--- config.mk ---
export PLATFORM = sky130hd
export DESIGN_NAME = sc_config_shadow_regs
export DESIGN_NICKNAME = d
export VERILOG_FILES = /design/src/rtl/sc_config_shadow_regs.sv
export SDC_FILE = /design/constraint.sdc
export NUM_CORES = 2
export LEC_CHECK = 0
export CAP_MARGIN = 10
export CELL_PAD_IN_SITES_DETAIL_PLACEMENT = 0
export CELL_PAD_IN_SITES_GLOBAL_PLACEMENT = 1
export CORE_MARGIN = 2
export CORE_UTILIZATION = 44
export CTS_BUF_LIST = sky130_fd_sc_hd__clkbuf_4 sky130_fd_sc_hd__clkbuf_8
export CTS_CLUSTER_SIZE = 14
export DETAILED_ROUTE_END_ITERATION = 12
export PLACE_DENSITY = 0.93
export SETUP_SLACK_MARGIN = 0.4
export SLEW_MARGIN = 0
export SYNTH_ARGS = -nofsm -noshare
export SYNTH_HDL_FRONTEND = slang
export SYNTH_SLANG_ARGS = --single-unit
--- constraint.sdc ---
create_clock -name clk_i -period 38.6 [get_ports clk_i]
set_clock_uncertainty 0.2 [all_clocks]
set_input_delay 9.65 -clock clk_i [delete_from_list [all_inputs] [get_ports clk_i]]
set_output_delay 9.65 -clock clk_i [all_outputs]
set_load 0.01 [all_outputs]
--- src/rtl/sc_config_shadow_regs.sv ---
// Avalon-MM config bank: read-only status words plus byte-writable, double-buffered config words.
// Shadow copies become active together at a frame boundary, or immediately in immediate mode.
module sc_config_shadow_regs #(
    parameter int NUM_STATUS = 3,
    parameter int NUM_CONFIG = 11,
    parameter int ADDR_W     = 4
) (
    input  logic                    clk_i,
    input  logic                    rst_i,
    input  logic [ADDR_W-1:0]       avalon_s_address,
    input  logic [31:0]             avalon_s_writedata,
    input  logic [3:0]              avalon_s_byteenable,
    input  logic                    avalon_s_write,
    input  logic                    avalon_s_read,
    input  logic                    avalon_s_chipselect,
    output logic [31:0]             avalon_s_readdata,
    output logic                    avalon_s_readdatavalid,
    output logic                    avalon_s_waitrequest_n,
    input  logic                    frame_start_i,
    input  logic [NUM_STATUS*32-1:0] status_i,
    output logic [NUM_CONFIG*32-1:0] config_o,
    output logic                    commit_pending_o
);

    localparam int CFG_BASE = NUM_STATUS + 1;

    logic [31:0]           addr_ext;
    logic                  wr_en;
    logic                  rd_en;
    logic                  ctrl_wr;
    logic                  commit;
    logic [NUM_CONFIG-1:0] cfg_wr;
    logic [31:0]           ctrl_word;
    logic [31:0]           rd_data;

    logic [31:0] shadow [NUM_CONFIG];
    logic [31:0] active [NUM_CONFIG];
    logic        pending;
    logic        immediate;
    logic [7:0]  commit_cnt;

    logic [31:0] rd_data_p1;
    logic        rd_vld_p1;

    assign addr_ext  = 32'(avalon_s_address);
    assign wr_en     = avalon_s_chipselect && avalon_s_write;
    assign rd_en     = avalon_s_chipselect && avalon_s_read;
    assign ctrl_wr   = wr_en && (addr_ext == 32'd0);
    assign commit    = frame_start_i && pending;
    assign ctrl_word = {16'h0000, commit_cnt, 5'b00000, immediate, pending, 1'b0};

    for (genvar i = 0; i < NUM_CONFIG; i++) begin : g_cfg
        assign cfg_wr[i]              = wr_en && (addr_ext == 32'(CFG_BASE + i));
        assign config_o[32*i +: 32]   = active[i];
    end

    // Readback mux sees pre-write state, so a same-cycle read returns the old value
    always_comb begin
        rd_data = '0;
        if (addr_ext == 32'd0) begin
            rd_data = ctrl_word;
        end
        for (int k = 0; k < NUM_STATUS; k++) begin
            if (addr_ext == 32'(k + 1)) begin
                rd_data = status_i[32*k +: 32];
            end
        end
        for (int i = 0; i < NUM_CONFIG; i++) begin
            if (addr_ext == 32'(CFG_BASE + i)) begin
                rd_data = shadow[i];
            end
        end
    end

    // Commit copies pre-write shadows; immediate-mode bytes override on the same edge
    always_ff @(posedge clk_i or posedge rst_i) begin
        if (rst_i) begin
            for (int i = 0; i < NUM_CONFIG; i++) begin
                shadow[i] <= '0;
                active[i] <= '0;
            end
        end else begin
            for (int i = 0; i < NUM_CONFIG; i++) begin
                if (commit) begin
                    active[i] <= shadow[i];
                end
                for (int b = 0; b < 4; b++) begin
                    if (cfg_wr[i] && avalon_s_byteenable[b]) begin
                        shadow[i][8*b +: 8] <= avalon_s_writedata[8*b +: 8];
                        if (immediate) begin
                            active[i][8*b +: 8] <= avalon_s_writedata[8*b +: 8];
                        end
                    end
                end
            end
        end
    end

    always_ff @(posedge clk_i or posedge rst_i) begin
        if (rst_i) begin
            pending    <= 1'b0;
            immediate  <= 1'b0;
            commit_cnt <= 8'h00;
        end else begin
            if (commit) begin
                pending    <= 1'b0;
                commit_cnt <= commit_cnt + 8'd1;
            end else if (ctrl_wr && avalon_s_byteenable[0] && avalon_s_writedata[0]) begin
                pending <= 1'b1;
            end
            if (ctrl_wr && avalon_s_byteenable[0]) begin
                immediate <= avalon_s_writedata[2];
            end
        end
    end

    // Stage p1: registered read response
    always_ff @(posedge clk_i or posedge rst_i) begin
        if (rst_i) begin
            rd_vld_p1  <= 1'b0;
            rd_data_p1 <= '0;
        end else begin
            rd_vld_p1  <= rd_en;
            rd_data_p1 <= rd_en ? rd_data : 32'h0000_0000;
        end
    end

    assign avalon_s_readdata      = rd_data_p1;
    assign avalon_s_readdatavalid = rd_vld_p1;
    assign avalon_s_waitrequest_n = 1'b1;
    assign commit_pending_o       = pending;

endmodule

### After elaboration in Yosys (flattened, before gate mapping)

Cells that the tools add are included.
W data, S select, Z words.

| operators by class | value |
|---|---|
| multiplexer cells | 117 |
| $add $sub $neg | 1 |
| reduce and logical (&&, ||, !) cells | 63 |
| equal/unequal tests | 14 |

Operators by type and width:

| kind | count |
|---|---|
| $mux W32 | 26 |
| $mux W8 | 88 |
| $logic_and A1 B1 Y1 | 61 |
| $logic_not A32 Y1 | 1 |
| $eq A4 B4 Y1 const B | 7 |
| $eq A4 B3 Y1 const B | 4 |
| $mux W16 | 1 |
| $add A8 B1 Y8 const B | 1 |
| $eq A4 B2 Y1 const B | 2 |
| $eq A4 B1 Y1 const B | 1 |
| $mux W1 | 2 |
| $reduce_bool A2 Y1 | 1 |

| storage, ports and cells | value |
|---|---|
| bits of input ports | 142 |
| output and inout port bits | 387 |
| flip-flop bits (word level) | 747 |
| word-level logic and storage cells | 255 |

### Longest topological paths before layout

| logic depth | value |
|---|---|
| word-level depth | 17 |
| depth in mapped cells | 9 |
| gate-level depth less buffers | 6 |

### Least setup slack after synthesis

No wires, ideal clock.

| timing | value |
|---|---|
| path type | input -> register |
| start | in avalon_s_address[2] |
| end | reg shadow[170] in the netlist's numbering |
| arrival | 10,933 ps |
| setup time | 125 ps |
| setup slack | 27,342 ps |
| path buffers | 3 |
| required time | 38,275 ps |
| stages on the path | 7 |
| cells stage by stage | buf_4 -> nor2b_1 -> buf_4 -> nand2_1 -> buf_2 -> nor2_2 -> mux2_2 |

| between the ends | value |
|---|---|
| longest elaborated chain between the ends | 3 |

Ends and longest elaborated chain:

| what | line | text |
|---|---|---|
| start: declaration | 10 | `input logic [ADDR_W-1:0] avalon_s_address,` |
| $eq A4 B4 Y1 | 53 | `assign cfg_wr[i] = wr_en && (addr_ext == 32'(CFG_BASE + i));` |
| $logic_and A1 B1 Y1 | 53 |  |
| $logic_and A1 B1 Y1 | 88 | `if (cfg_wr[i] && avalon_s_byteenable[b]) begin` |
| end signal: indexed assignment | 89 | `shadow[i][8*b +: 8] <= avalon_s_writedata[8*b +: 8];` |
| end: declaration | 36 | `logic [31:0] shadow [NUM_CONFIG];` |

Every way passes these cells.
A chain may end at the register's enable or synchronous reset.

==> impl_metrics.yaml <==
status:
  status: "completed"
final_layout:
  syn_to_final_growth_pct: 24.0
  multiInputGateArea_um2: 15400
  finalNetCount: 4113
  register_area_um2: 18700
  drive_above_1_share_pct: 17.7
  fillCellCount: 7023
floorplan:
  num_rows: 104
  initial_core_util_pct: 44.3
  dieWidth_um: 288
  die_y_um: 288
  core_um2: 80300
  io_pins: 529
  dieArea_um2: 83000
power_and_ir_drop:
  power.total_w: 0.00205
  combPwrFrac_pct: 14.0
  netSwitchingFraction_pct: 28.3
  power_switching_w: 0.000580
  pwr-share-clk_pct: 39.8
  ir_drop_mv: 0.0293
  p_per_area_nw_per_um2: 46.6
  p_seq_share_pct: 46.2
  p_leak_nw: 19.3
  intPower_w: 0.00147
global_route:
  grt_max_degree: 198
  gr-total-overflow: 0
  grt_pass1_vias: 30800
  antenna_found_initial: 12
  grt_pass1_wl_mm: 208
  track_usage_pct: 34.2
route:
  routed_wl_mm: 145
  vias_per_cell: 6.16
  dr_total_vias: 31700
  ant_nets: 0
  route.detailed.drc: 0
  wl_per_cell_um: 28.2
  drtIter0Drc: 3722
  drt_first_pass_iters: 6
critical_path:
  path_cells: "clkdlybuf4s50_1, inv_8, buf_4, buf_4, buf_4"
  critPathMaxStageDelay_ns: 0.95
  path_class: "input pin to async pin"
  worstPathMaxFanout: 124
  crit_buf_inv: 5
  path_delay_family: "buffers and inverters"
  start_kind: "input pin"
  crit_top_cell: "buf_4"
  critPathCaptureType: "async pin"
  slowest_stage: "buf_4"
  required_ns: 39.14
  crit_arrival_ns: 13.73
place:
  place_hpwl_mm: 98.5
  gp_congestion: 0.952
  port_buffers: 527
logic_synthesis:
  synth_nets: 3711
  yosysWarnings: 0
  synth-seq-cells: 747
  yosysUniqueCellTypes: 77
  synthFlopType: "dfrtp_1"
  postSynth.asyncResetShare_pct: 100
  synth_top_area_share_pct: 52.6
  synth_top_cell_by_area: "dfrtp_1"
  synth-edff-count: 0
  synth_area_leaders: "dfrtp_1 53%, mux2_2 12%, nand2_1 7.9%, a31oi_1 5.6%, nor2_1 4.2%"
  avgSynthCellArea_um2: 9.96
  ys_seq_area_share_pct: 52.6
  synth_area_um2: 35500
  syn_inst: 3568
cts:
  cts_sinks: 747
  htree_levels: 3
  cts_inserted_buffers: 121
  clkTransAtPathRegs_ns: 0.07
  post-cts-setup-buffer-count: 0
  cts_tree: "built"
  cts_hold_buf: 0
  cts_resized: 0
  clock_path_buffers: 3
  worstSkewPairLatency_ns: 0.77
  root_buffer: "clkbuf_8"
sta:
  rsz0062_at_grt: "no"
  finalMaxSlewViolations: 0
  max_slew_margin_pct: 3.43
  worstMarginPinSlew_ns: 1.45
  max_freq_ghz: 0.0758
  hold_ws_ns: 0.309
  setup_violations: 0
  setup-tns-final_ns: 0
  post-route-period-util_pct: 34.2
  hold_violations: 0
  period_needed_ns: 13.20
flow_run:
  drv_cap: 0
min_path:
  hp-class: "flip-flop to flip-flop"
worst reg2reg max path, cell delays in order (launching register included):
cell and delay, ns:
dfrtp_1 0.48, and2_4 0.78, buf_12 0.62, nand2_1 0.76, a31oi_1 0.26
stage by stage:
step | utilization, % | worst slack, ns | instances | cell area (µm²)
after floorplan | - | 7.79 | 3568 | 35500
after global placement | 51.2 | 24.50 | 4907 | 41100
after detailed placement | 51.2 | 24.48 | 4907 | 41100
after CTS | 54.8 | 25.29 | 5136 | 44000
after global routing | 54.9 | 24.80 | 5142 | 44000
final | 54.9 | 25.40 | 5145 | 44100
kinds of logic (layout without fill, tap and decap cells):
| kind of cell | count (synthesis) | after routing | share of synthesized area (%) |
|---|---|---|---|
| compound gates | 753 | 753 | 13.6 |
| xor+xnor | 8 | 8 | 0.197 |
| mux | 455 | 455 | 14.2 |
| buf+inv | 302 | 810 | 4.05 |
| simple gates | 1301 | 1301 | 15.3 |
| flops | 747 | 747 | 52.6 |
| other cells | 1 | 10 | 0.0106 |
| fa+ha+maj | 1 | 1 | 0.0352 |
area by class of cell:
cell class / instances / share of cell area, %
Clock buffer: 186 / 5.46
Multi-Input combinational cell: 2519 / 35.0
Sequential cell: 747 / 42.4
Clock inverter: 43 / 1.17
Timing Repair Buffer: 569 / 12.8
Antenna cell: 9 / 0.0511
Tap cell: 1060 / 3.01
Inverter: 12 / 0.119
sequential cells by signal, summed over array words and instances, names as in the netlist:
name / count
commit_cnt: 8
avalon_s_readdatavalid: 1
shadow: 352
immediate: 1
avalon_s_readdata: 32
commit_pending_o: 1
config_o: 352
power groups by stage:
stage	logic [W]	registers, W	clock network (W)
after detailed placement	0.000285	0.000958	0
after floorplan	0.000141	0.000934	0
after global placement	0.000279	0.000957	0
final	0.000288	0.000950	0.000817
after CTS	0.000286	0.000945	0.000819
after global routing	0.000306	0.000953	0.000856
final timing paths:
kind / startpoint / endpoint / slack [ns] / cells after the start
setup / recovery: rst_i / config_o[306] / 25.40 / 5
hold / removal: commit_cnt[7] / commit_cnt[7] / 0.31 / 1
setup reg to reg: commit_pending_o / config_o[114] / 35.40 / 4
hold reg to reg: commit_cnt[7] / commit_cnt[7] / 0.31 / 1
max in group clk_i: avalon_s_address[0] / shadow[36] / 25.98 / 7
min in group asynchronous: rst_i / config_o[39] / 9.29 / 2
Yosys cell counts (3+ instances only):
master	n
mux2i_1	79
nor2_2	32
nand2_2	7
o2bb2ai_1	10
nand2b_1	10
a22o_1	14
a21oi_1	88
a2111o_1	6
mux2_2	374
and2_1	10
o21ai_0	122
a32oi_1	8
o22ai_1	39
nor2_1	397
and3_1	13
o21ai_1	4
xnor2_1	6
inv_1	11
nor3_1	8
nand3b_1	10
a31oi_1	316
nand3_2	5
clkbuf_1	146
o32ai_1	4
buf_4	22
a221oi_1	13
buf_6	11
a22oi_1	37
a211oi_1	21
nor2_4	8
nand3_1	7
dfrtp_1	747
buf_1	11
or3_1	3
nor2b_1	18
nand2_1	746
and3b_1	4
o221ai_1	18
a221o_1	6
and2b_1	3
o211ai_1	22
a211o_1	8
buf_2	99
layout by cell type, fill, tap and decap left out, types with 7 or more instances in the layout:
master,count
nor2_1,396
nand2b_1,9
dfrtp_1,747
a211oi_1,21
a31oi_1,316
a21oi_1,88
mux2_2,374
o21ai_0,122
nor2_2,33
bufinv_16,11
o221ai_1,18
o22ai_1,39
diode_2,9
nand3_1,7
nor2b_1,17
mux2i_1,79
clkinv_2,25
clkbuf_8,162
o2bb2ai_1,10
clkdlybuf4s50_1,523
and2_1,10
a221oi_1,13
nand2_2,7
a22o_1,14
clkbuf_4,25
nor3_1,8
nand2_1,745
buf_4,41
and3_1,13
nor2_4,8
inv_1,10
nand3b_1,10
a32oi_1,8
a22oi_1,37
a211o_1,8
o211ai_1,22
routing by layer:
layer	part of all wire, %	global-route usage, %
met1	39	45.6
met2	45	52.2
met3	11	7.98
met4	5.6	17.8
met5	0.018	0
Power figures use the tool's default switching activity.
